==> src/rtl/mpx_stereo_decoder_192_if.sv <==
// Sample-stream interface of the 192 kHz MPX stereo decoder.
// Inputs: clken_192 sample strobe and the signed 20-bit composite sample MPX_IN.
// Outputs: signed 18-bit LO_LEFT/LO_RIGHT, ready_block_48 pulse, sticky overrun, pilot_locked.
interface mpx_stereo_decoder_192_if;
  logic               clken_192;
  logic signed [19:0] MPX_IN;
  logic signed [17:0] LO_LEFT;
  logic signed [17:0] LO_RIGHT;
  logic               ready_block_48;
  logic               overrun;
  logic               pilot_locked;

  // master drives the sample stream, slave is the decoder
  modport master (
    output clken_192, MPX_IN,
    input  LO_LEFT, LO_RIGHT, ready_block_48, overrun, pilot_locked
  );
  modport slave (
    input  clken_192, MPX_IN,
    output LO_LEFT, LO_RIGHT, ready_block_48, overrun, pilot_locked
  );
endinterface

==> src/rtl/mpx_stereo_decoder_192.sv <==
// FM stereo MPX decoder: coherent 38 kHz side demodulation, 4:1 accumulate-and-dump to 48 kHz, saturated L/R.
// Latency: ready_block_48 is high 11 cycles after the clken_192 of the last sample of a block (20 with pilot detect).
// Backpressure: none; a clken_192 arriving while busy is dropped and sets the sticky overrun flag.
// Ports: clock, reset (synchronous, active high), bus (slave modport: clken_192, MPX_IN in; LO_LEFT, LO_RIGHT,
//        ready_block_48, overrun, pilot_locked out).
// Optional: define PILOT_DETECT_EN for the 19 kHz pilot correlator and mono fallback; otherwise pilot_locked is 0.
// The sine tables are built from a 17-entry quarter wave (round(127*sin)), matching the 64-entry DDS LUT contents.
module mpx_stereo_decoder_192 #(
  parameter int                     NBITS_PHASE      = 18,
  parameter int                     NBITS_PHASE_FRAC = 12,
  parameter int                     NSAMPLES_LUT     = 64,
  parameter logic [NBITS_PHASE-1:0] PHASEINC_38      = 18'b001100_101010101010,
  parameter int                     DECIM            = 4
`ifdef PILOT_DETECT_EN
  , parameter logic [19:0]          PILOT_THRESH     = 20'd16
`endif
) (
  input  logic                   clock,
  input  logic                   reset,
  mpx_stereo_decoder_192_if.slave bus
);

  localparam int IDX_W      = $clog2(NSAMPLES_LUT);
  localparam int LOG2_DECIM = $clog2(DECIM);
  localparam int CNT_W      = LOG2_DECIM + 1;

  typedef enum logic [2:0] {
    S_IDLE, S_MULT, S_ACC, S_COMBINE, S_OUT
`ifdef PILOT_DETECT_EN
    , S_MULT2, S_PACC
`endif
  } state_t;

  state_t state, state_nxt;

  logic [NBITS_PHASE-1:0] phase38;
  logic [IDX_W-1:0]       idx38;
  logic signed [19:0]     mpx_r;
  logic signed [7:0]      sine38_r;
  logic signed [7:0]      mult_b;
  logic [2:0]             it;
  logic signed [27:0]     prod;
  logic signed [27:0]     mpx_ext;
  logic signed [27:0]     pp;
  logic signed [27:0]     term;
  logic signed [21:0]     sum_m;
  logic signed [21:0]     m_val;
  logic signed [23:0]     sum_s;
  logic signed [23:0]     s_val;
  logic signed [24:0]     l_full;
  logic signed [24:0]     r_full;
  logic [CNT_W-1:0]       dcnt;
  logic signed [17:0]     lo_left;
  logic signed [17:0]     lo_right;
  logic                   overrun_r;
  logic                   accept;
  logic                   ready;

`ifdef PILOT_DETECT_EN
  localparam logic [NBITS_PHASE-1:0] PHASEINC_19 = 18'b000110_010101010101;
  logic [NBITS_PHASE-1:0] phase19;
  logic [IDX_W-1:0]       idx19;
  logic signed [7:0]      sine19_r;
  logic signed [31:0]     corr;
  logic signed [31:0]     corr_nxt;
  logic [31:0]            corr_abs;
  logic [7:0]             pcnt;
  logic                   pilot_r;
`endif

  // First quadrant of round(127*sin(2*pi*k/64)), k = 0..16
  function automatic logic [6:0] quarter_sine(input logic [4:0] k);
    case (k)
      5'd0:    quarter_sine = 7'd0;
      5'd1:    quarter_sine = 7'd12;
      5'd2:    quarter_sine = 7'd25;
      5'd3:    quarter_sine = 7'd37;
      5'd4:    quarter_sine = 7'd49;
      5'd5:    quarter_sine = 7'd60;
      5'd6:    quarter_sine = 7'd71;
      5'd7:    quarter_sine = 7'd81;
      5'd8:    quarter_sine = 7'd90;
      5'd9:    quarter_sine = 7'd98;
      5'd10:   quarter_sine = 7'd106;
      5'd11:   quarter_sine = 7'd112;
      5'd12:   quarter_sine = 7'd117;
      5'd13:   quarter_sine = 7'd122;
      5'd14:   quarter_sine = 7'd125;
      5'd15:   quarter_sine = 7'd126;
      5'd16:   quarter_sine = 7'd127;
      default: quarter_sine = 7'd0;
    endcase
  endfunction

  // Full 64-entry sine: quadrants 1 and 3 mirror the index, quadrants 2 and 3 negate.
  function automatic logic signed [7:0] sine_lut(input logic [IDX_W-1:0] idx);
    logic [4:0]        k;
    logic signed [7:0] mag;
    k   = idx[4] ? (5'd16 - {1'b0, idx[3:0]}) : {1'b0, idx[3:0]};
    mag = $signed({1'b0, quarter_sine(k)});
    return idx[5] ? -mag : mag;
  endfunction

  function automatic logic signed [17:0] sat18(input logic signed [24:0] x);
    if (x > 25'sd131071)
      return 18'sh1FFFF;
    else if (x < -25'sd131072)
      return 18'sh20000;
    else
      return x[17:0];
  endfunction

  // ---------------- FSM: state register ----------------
  always_ff @(posedge clock) begin
    if (reset)
      state <= S_IDLE;
    else
      state <= state_nxt;
  end

  // ---------------- FSM: next state ----------------
  always_comb begin
    state_nxt = state;
    case (state)
      S_IDLE, S_OUT: state_nxt = bus.clken_192 ? S_MULT : S_IDLE;
      S_MULT:        if (it == 3'd7) state_nxt = S_ACC;
`ifdef PILOT_DETECT_EN
      S_ACC:         state_nxt = S_MULT2;
      S_MULT2:       if (it == 3'd7) state_nxt = S_PACC;
      S_PACC:        state_nxt = (int'(dcnt) >= DECIM) ? S_COMBINE : S_IDLE;
`else
      S_ACC:         state_nxt = (int'(dcnt) + 1 >= DECIM) ? S_COMBINE : S_IDLE;
`endif
      S_COMBINE:     state_nxt = S_OUT;
      default:       state_nxt = S_IDLE;
    endcase
  end

  // ---------------- FSM: outputs ----------------
  // OUT behaves like IDLE for acceptance so back-to-back blocks keep the minimum sample spacing.
  always_comb begin
    ready  = (state == S_OUT);
    accept = bus.clken_192 && ((state == S_IDLE) || (state == S_OUT));
  end

  // ---------------- datapath arithmetic ----------------
  always_comb begin
    idx38 = IDX_W'(phase38 >> NBITS_PHASE_FRAC);
`ifdef PILOT_DETECT_EN
    idx19  = IDX_W'(phase19 >> NBITS_PHASE_FRAC);
    mult_b = (state == S_MULT2) ? sine19_r : sine38_r;
`else
    mult_b = sine38_r;
`endif
    // Shift-add step; bit 7 of the sine has weight -128, so its partial product is subtracted.
    mpx_ext = 28'(mpx_r);
    pp      = mpx_ext <<< it;
    term    = '0;
    if (mult_b[it])
      term = (it == 3'd7) ? -pp : pp;

    m_val = sum_m >>> LOG2_DECIM;
    s_val = sum_s >>> LOG2_DECIM;
`ifdef PILOT_DETECT_EN
    if (!pilot_r)
      s_val = '0;
    corr_nxt = corr + 32'(prod >>> 6);
    corr_abs = corr_nxt[31] ? 32'(-corr_nxt) : 32'(corr_nxt);
`endif
    l_full = (25'(m_val) + 25'(s_val)) >>> 1;
    r_full = (25'(m_val) - 25'(s_val)) >>> 1;
  end

  // ---------------- datapath registers ----------------
  always_ff @(posedge clock) begin
    if (reset) begin
      phase38   <= '0;
      mpx_r     <= '0;
      sine38_r  <= '0;
      it        <= '0;
      prod      <= '0;
      sum_m     <= '0;
      sum_s     <= '0;
      dcnt      <= '0;
      lo_left   <= '0;
      lo_right  <= '0;
      overrun_r <= 1'b0;
`ifdef PILOT_DETECT_EN
      phase19   <= '0;
      sine19_r  <= '0;
      corr      <= '0;
      pcnt      <= '0;
      pilot_r   <= 1'b0;
`endif
    end else begin
      // The oscillators track every input sample, accepted or not, to stay phase-coherent.
      if (bus.clken_192) begin
        phase38 <= phase38 + PHASEINC_38;
`ifdef PILOT_DETECT_EN
        phase19 <= phase19 + PHASEINC_19;
`endif
      end
      if (bus.clken_192 && !accept)
        overrun_r <= 1'b1;

      case (state)
        S_IDLE, S_OUT: begin
          if (accept) begin
            mpx_r    <= bus.MPX_IN;
            sine38_r <= sine_lut(idx38);
`ifdef PILOT_DETECT_EN
            sine19_r <= sine_lut(idx19);
`endif
            it       <= '0;
            prod     <= '0;
          end
        end
`ifdef PILOT_DETECT_EN
        S_MULT, S_MULT2: begin
`else
        S_MULT: begin
`endif
          prod <= prod + term;
          it   <= it + 3'd1;
        end
        S_ACC: begin
          sum_m <= sum_m + 22'(mpx_r);
          sum_s <= sum_s + 24'(prod >>> 6);
          dcnt  <= dcnt + 1'b1;
`ifdef PILOT_DETECT_EN
          prod  <= '0;
`endif
        end
`ifdef PILOT_DETECT_EN
        S_PACC: begin
          if (pcnt == 8'd191) begin
            pcnt    <= '0;
            corr    <= '0;
            pilot_r <= ((corr_abs >> 8) >= 32'(PILOT_THRESH));
          end else begin
            pcnt <= pcnt + 8'd1;
            corr <= corr_nxt;
          end
        end
`endif
        S_COMBINE: begin
          lo_left  <= sat18(l_full);
          lo_right <= sat18(r_full);
          sum_m    <= '0;
          sum_s    <= '0;
          dcnt     <= '0;
        end
        default: ;
      endcase
    end
  end

  assign bus.LO_LEFT        = lo_left;
  assign bus.LO_RIGHT       = lo_right;
  assign bus.ready_block_48 = ready;
  assign bus.overrun        = overrun_r;
`ifdef PILOT_DETECT_EN
  assign bus.pilot_locked   = pilot_r;
`else
  assign bus.pilot_locked   = 1'b0;
`endif

endmodule
==> src/flat_wrapper.sv <==
// flat-port wrapper written by rule: the top's interface ports become plain ports
module mpx_stereo_decoder_192_flat 
#(
  parameter int                     NBITS_PHASE      = 18,
  parameter int                     NBITS_PHASE_FRAC = 12,
  parameter int                     NSAMPLES_LUT     = 64,
  parameter logic [NBITS_PHASE-1:0] PHASEINC_38      = 18'b001100_101010101010,
  parameter int                     DECIM            = 4

)
  (clock, reset, bus_clken_192, bus_MPX_IN, bus_LO_LEFT, bus_LO_RIGHT, bus_ready_block_48, bus_overrun, bus_pilot_locked);
  mpx_stereo_decoder_192_if bus_i ();
  input  logic clock;
  input  logic reset;
  input wire logic [$bits(bus_i.clken_192)-1:0] bus_clken_192;
  input wire logic [$bits(bus_i.MPX_IN)-1:0] bus_MPX_IN;
  output wire logic [$bits(bus_i.LO_LEFT)-1:0] bus_LO_LEFT;
  output wire logic [$bits(bus_i.LO_RIGHT)-1:0] bus_LO_RIGHT;
  output wire logic [$bits(bus_i.ready_block_48)-1:0] bus_ready_block_48;
  output wire logic [$bits(bus_i.overrun)-1:0] bus_overrun;
  output wire logic [$bits(bus_i.pilot_locked)-1:0] bus_pilot_locked;
  assign bus_i.clken_192 = bus_clken_192;
  assign bus_i.MPX_IN = bus_MPX_IN;
  assign bus_LO_LEFT = bus_i.LO_LEFT;
  assign bus_LO_RIGHT = bus_i.LO_RIGHT;
  assign bus_ready_block_48 = bus_i.ready_block_48;
  assign bus_overrun = bus_i.overrun;
  assign bus_pilot_locked = bus_i.pilot_locked;
  mpx_stereo_decoder_192 #(.NBITS_PHASE(NBITS_PHASE), .NBITS_PHASE_FRAC(NBITS_PHASE_FRAC), .NSAMPLES_LUT(NSAMPLES_LUT), .PHASEINC_38(PHASEINC_38), .DECIM(DECIM)) u_core (.clock(clock), .reset(reset), .bus(bus_i));
endmodule
==> config.mk <==
export PLATFORM = sky130hd
export DESIGN_NAME = mpx_stereo_decoder_192_flat
export DESIGN_NICKNAME = d
export VERILOG_FILES = /design/src/rtl/mpx_stereo_decoder_192_if.sv /design/src/rtl/mpx_stereo_decoder_192.sv /design/src/flat_wrapper.sv
export SDC_FILE = /design/constraint.sdc
export NUM_CORES = 1
export LEC_CHECK = 0
export ABC_AREA = 1
export BUFFER_PORTS_ARGS = -buffer_cell sky130_fd_sc_hd__buf_2
export CORE_ASPECT_RATIO = 0.9
export CORE_MARGIN = 10
export CORE_UTILIZATION = 60
export DETAILED_ROUTE_END_ITERATION = 12
export HOLD_SLACK_MARGIN = 0.06
export PLACE_DENSITY = 0.78
export SYNTH_ARGS = -nofsm -noshare
export SYNTH_HDL_FRONTEND = slang
export SYNTH_SLANG_ARGS = --single-unit
export TNS_END_PERCENT = 50
==> constraint.sdc <==
create_clock -name clock -period 8.6 [get_ports clock]
set_clock_uncertainty 0.1 [all_clocks]
set_input_delay 0.86 -clock clock [delete_from_list [all_inputs] [get_ports clock]]
set_output_delay 0.86 -clock clock [all_outputs]
set_load 0.05 [all_outputs]
# Word level (Yosys, flattened, before mapping)
# Memories as Yosys holds them, arrays and structs flattened.
# Cells that the tools add are included.
dict set report word_totals {
  register_bits 166
  latchBits 0
  ramBits 0
  romBits 224
  inputBits 23
  word_cells 73
  mem_count 1
}
dict set report classes {
  n_addsub 12
  n_mul 0
  div 0
  magnitude_cmp 6
  n_eq_ne 7
  n_shift 1
  mux 24
  bitwise_logic 0
  n_reduce_logical 10
}
# memory words width rd rd_clocked_by_memory_dff wr line
set memory_table {}
lappend memory_table {{(name not given)} 32 7 1 0 0 mpx_stereo_decoder_192.sv:73} ;# case (k)
# cell count
set ops {}
lappend ops {{28-bit 2-to-1 mux} 3}
lappend ops {{18-bit 2-to-1 mux} 4}
lappend ops {{28-bit case mux with 2 select lines} 1}
lappend ops {{24-bit case mux with 2 select lines} 1}
lappend ops {{22-bit by 18-bit > comparator with 1-bit output, second input constant} 2}
lappend ops {{22-bit by 18-bit < comparator with 1-bit output, second input constant} 2}
lappend ops {{22-bit case mux with 2 select lines} 1}
lappend ops {{32-bit by 4-bit >= comparator with 1-bit output, second input constant} 1}
lappend ops {{28-bit adder} 1}
lappend ops {{28-bit negator} 1}
lappend ops {{20-bit by 3-bit <<< shifter with 28-bit output} 1}
lappend ops {{24-bit by 22-bit adder with 24-bit output} 1}
lappend ops {{20-bit by 22-bit adder with 23-bit output} 1}
lappend ops {{20-bit by 22-bit subtractor with 23-bit output} 1}
lappend ops {{22-bit by 20-bit adder with 22-bit output} 1}
lappend ops {{7-bit 2-to-1 mux} 3}
lappend ops {{18-bit by 16-bit adder with 18-bit output, second input constant} 1}
lappend ops {{3-bit case mux with 2 select lines} 2}
lappend ops {{3-bit case mux with 4 select lines} 1}
lappend ops {{8-bit 2-to-1 mux} 1}
lappend ops {{7-bit negator with 8-bit output} 1}
lappend ops {{3-bit by 1-bit adder with 3-bit output, second input constant} 2}
lappend ops {{3-bit by 2-bit == test with 1-bit output, second input constant} 2}
lappend ops {{3-bit == test, second input constant} 2}
lappend ops {{17 further kinds} 23}

# Logic depth before layout (Yosys ltp)
dict set report logic_depth {
  word_depth 8
  ltp_mapped 31
  mapped_depth_nobuf 29
}

# Least setup slack after synthesis
# Ideal clock, no wire load.
dict set report synth_path {
  kind {register to register}
  start {reg u_core.it[0]}
  end {reg u_core.prod[27]}
  setup_ns 0.131
  arrival_ns 3.164
  setup_slack_ns 5.206
  path_stages_with_launch 27
  path_buffers 2
  period_less_slack_ns 3.394
  path_cell_list {dfxtp_1 buf_6 inv_4 buf_8 nand2_2 nand3_1 nand3_1 nand2_1 nor2_1 nand2_2 nor2_8 nand3_2 nor3_1 a21oi_1 o21ai_1 a21oi_1 ha_1 a21oi_1 inv_1 a31oi_1 o21ai_0 a221oi_1 nand2_1 inv_1 nand3_1 nand3_1 a21oi_2}
}
dict set report synth_via {
  elab_chain_cells 6
  word_cells_on_any_way 9
}
# element line
set synth_lines {}
lappend synth_lines {{start, declared} mpx_stereo_decoder_192.sv:41} ;# logic [2:0] it;
lappend synth_lines {{start signal, assigned} mpx_stereo_decoder_192.sv:224} ;# it <= it + 3'd1;
lappend synth_lines {{20-bit by 3-bit <<< shifter with 28-bit output} mpx_stereo_decoder_192.sv:157} ;# pp = mpx_ext <<< it;
lappend synth_lines {{28-bit negator} mpx_stereo_decoder_192.sv:160} ;# term = (it == 3'd7) ? -pp : pp;
lappend synth_lines {{28-bit 2-to-1 mux} mpx_stereo_decoder_192.sv:160}
lappend synth_lines {{28-bit 2-to-1 mux *} mpx_stereo_decoder_192.sv:159} ;# if (mult_b[it])
lappend synth_lines {{28-bit adder *} mpx_stereo_decoder_192.sv:223} ;# prod <= prod + term;
lappend synth_lines {{28-bit case mux with 2 select lines *} mpx_stereo_decoder_192.sv:206} ;# case (state)
lappend synth_lines {{end signal, assigned} mpx_stereo_decoder_192.sv:223}
lappend synth_lines {{end, declared} mpx_stereo_decoder_192.sv:42} ;# logic signed [27:0] prod;
# Mark *: on every way between the ends. The rest lies on a longest branch, timed or not. The select of a mux whose other input is x is not followed.
# A chain may end at the register's enable or synchronous reset.

# Final worst setup path
dict set report layout_path {
  start {reg u_core.it[1]}
  end {reg u_core.prod[23]}
}
# Same word-level chain as after synthesis.

==> flow_summary.json <==
{
  "syn_area_per_cell_um2": 6.41,
  "critPathRequiredTime_ns": 8.87,
  "yosys_register_bits": 165,
  "pin_count": 62,
  "holdPathEnd": "u_core.prod[0]",
  "fp.dieH_um": 167,
  "antenna_cells": 0,
  "postRouteAntennaNets": 0,
  "synth_edf_count": 0,
  "period_share_pct": 62.4,
  "finalNetCount": 2392,
  "multi_input_area_mm2": 0.00977,
  "synth_ff_type": "dfxtp_1",
  "finalPower_mw": 2.19,
  "netlist_area_mm2": 0.0143,
  "synth.top_cell.area_share_pct": 23.1,
  "rsz0062_at_grt": "false",
  "vdd.ir_drop.worst_v": 0.000127,
  "postCtsSetupBuffers": 0,
  "worstSkewPairLatency_ns": 0.45,
  "routed_via_density": 5.84,
  "path_clk_slew_ns": 0.08,
  "postSynthCellCount": 2236,
  "fillers": 2201,
  "dp_hpwl_mm": 33.0,
  "finalWirelength_mm": 42.6,
  "areaGrowthSynthToFinish_pct": 6.61,
  "grt_max_degree": 74,
  "grt.total_usage_pct": 27.1,
  "cts_sinks": 165,
  "die_x_um": 183,
  "cp_cell_sequence": "buf_4 -> inv_4 -> a32o_1 -> o21ai_2 -> clkinv_1 -> nor3_1 -> ha_1 -> nand2_1 -> nor2_1 -> nand4_1 -> o211ai_1 -> a21oi_1 -> o21ai_0 -> nand2_1 -> nand3b_1 -> nand3_1 -> a21oi_1",
  "regArea_mm2": 0.00330,
  "synth-seq-area-share_pct": 23.1,
  "async_flop_share_pct": 0,
  "r2r_start": "u_core.it[1]",
  "syn_nets": 2386,
  "critPathMaxFanout": 23,
  "fp.coreArea_mm2": 0.0234,
  "grt-ovfl-total": 0,
  "worst_setup_path_start_kind": "flop",
  "finalHoldViolCount": 0,
  "holdWs_ns": 0.371,
  "fin_crit_ns": 5.37,
  "htree_levels": 4,
  "mostFrequentLayoutCell": "nand2_1",
  "maxSlewViolCount": 0,
  "drv_cap": 0,
  "setup_viol": 0,
  "cts_tree": "done",
  "synth_area_leader_cell": "dfxtp_1",
  "wire_per_inst_um": 16.7,
  "worst_pin_slew_ns": 1.11,
  "arrival_ns": 5.64,
  "num_rows": 53,
  "slowest_stage": "dfxtp_1",
  "tns_ns": 0,
  "min_path_type": "flop to flop",
  "final_cell_mix": "nand2_1 (446), a21oi_1 (334), o21ai_0 (208)",
  "min-delay-start": "u_core.prod[0]",
  "cts_buffer_depth": 2,
  "slowest_delay_ns": 0.72,
  "ys_top_cells_by_area": "dfxtp_1 (23%), nand2_1 (12%), a21oi_1 (12%)",
  "cts_root_buf": "clkbuf_16",
  "cts_hold_buf": 0,
  "fmax_ghz": 0.186,
  "cp-end-kind": "flop",
  "antenna_found_initial": 0,
  "drtPass1Iterations": 5,
  "p_per_area_mw_per_mm2": 144,
  "p_leak_nw": 7.36,
  "vias": 14900,
  "numCtsBuffers": 17,
  "r2r_end": "u_core.prod[23]",
  "r2r_cells": 17,
  "whs_path_depth": 2,
  "dp_slack_ns": 3.43,
  "grt_pass1_wl_mm": 69.0,
  "portBuffers": 60,
  "status": "finished, final reports clean",
  "drcViolationCount": 0,
  "setup_ws_ns": 3.23,
  "yosysWarnings": 0,
  "start_util_pct": 61.2,
  "drive_above_1_share_pct": 9.67,
  "reg2reg_setup_slack_ns": 3.23,
  "place_congestion": 0.986,
  "ctsResizeCount": 0,
  "crit_type": "flop to flop",
  "ys_types": 63,
  "slew_headroom_pct": 25.8,
  "drt_iter0_markers": 1681,
  "grt_pass1_vias": 13500,
  "fp.dieArea_mm2": 0.0305
}
==> worst max-delay path, delay by kind of cell (launching register included) <==
kind	cells	cell delay [ns]
AOI/OAI and AO/OA	6	2.15
adders and majority gates	1	0.24
buffers and inverters	3	1.01
DFF	1	0.72
and+or+nand+nor	7	1.04
==> cell usage after synthesis (3+ instances only) <==
library cell  number
nand4_1           14
nor3_1            36
a211oi_1           3
nor2_4             5
nand2_1          446
nand3_1          147
buf_1              3
clkinv_1           5
nand3_2           18
buf_6              6
buf_4             10
a21oi_2           14
o21bai_1           7
o21ai_0          208
o211ai_1          12
clkbuf_1          47
nand3b_1           3
inv_1            206
a21oi_1          334
nor4_1             5
xnor2_1            8
or2_2             12
o21ai_1           10
a21o_1            16
nor2_1           206
a31oi_1           14
buf_2             14
nand2_2           30
ha_1             122
o21a_1             9
dfxtp_1          165
inv_2              9
nor2_2             7
o21ai_2            7
and3_1             7
fa_1               5
xor2_1            34
==> per-layer routing <==
metal	vias up	wire length, um	GRT usage (%)
li1	7583	-	-
met5	-	0	0
met4	0	813	6.31
met3	58	3450	5.81
met1	6741	19900	38.2
met2	546	18400	41.0
==> metrics by stage <==
stage / cell area, um^2 / cells / utilization [%]
floorplan: 14300 / 2236 / -
CTS: 15300 / 2557 / 65.3
finish: 15300 / 2557 / 65.3
global route: 15300 / 2557 / 65.3
global placement: 14700 / 2525 / 62.6
detailed placement: 14700 / 2525 / 62.6
==> kinds of logic after synthesis <==
kind of cell,after synthesis,share of synthesized area [%]
buf+inv,304,8.85
xor+xnor,43,2.68
flops,165,23.1
other cells,1,0.0262
simple gates,945,29.3
fa+ha+maj,127,11.4
compound gates,651,24.7
==> where the power goes <==
part | total, mW | switching [mW] | internal, mW
logic | 0.532 | 0.371 | 0.162
clock network | 0.817 | 0.362 | 0.455
registers | 0.844 | 0.0474 | 0.796
total | 2.19 | 0.781 | 1.41
==> sequential cells by signal, summed over array words and instances, names as in the netlist <==
signal,flops
u_core.bus.LO_LEFT,18
u_core.bus.LO_RIGHT,18
u_core.bus.overrun,1
u_core.dcnt,3
u_core.it,3
u_core.mpx_r,20
u_core.mult_b,8
u_core.phase38,17
u_core.prod,28
u_core.state,3
u_core.sum_m,22
u_core.sum_s,24
==> worst max-delay path by stage <==
stage / start / endpoint / slack (ns) / cells past startpoint
2_1_floorplan: u_core.it[0] / u_core.prod[27] / 5.21 / 26
3_3_place_gp: u_core.it[1] / u_core.prod[23] / 3.55 / 18
3_5_place_dp: u_core.it[1] / u_core.prod[23] / 3.43 / 18
4_1_cts: u_core.it[1] / u_core.prod[23] / 3.38 / 17
5_1_grt: u_core.it[2] / u_core.prod[23] / 2.89 / 20
6_report: u_core.it[1] / u_core.prod[23] / 3.23 / 17
==> layout make-up <==
type                       count  share of cell area (%)
multi-input combinational   1767                    63.9
sequential                   165                    21.6
inverter                     222                    5.49
clock buffer                  19                    2.97
tap                          302                    2.47
timing repair buffer          69                    2.42
clock inverter                13                    1.08
No activity file was read; power rests on OpenSTA's default activity.
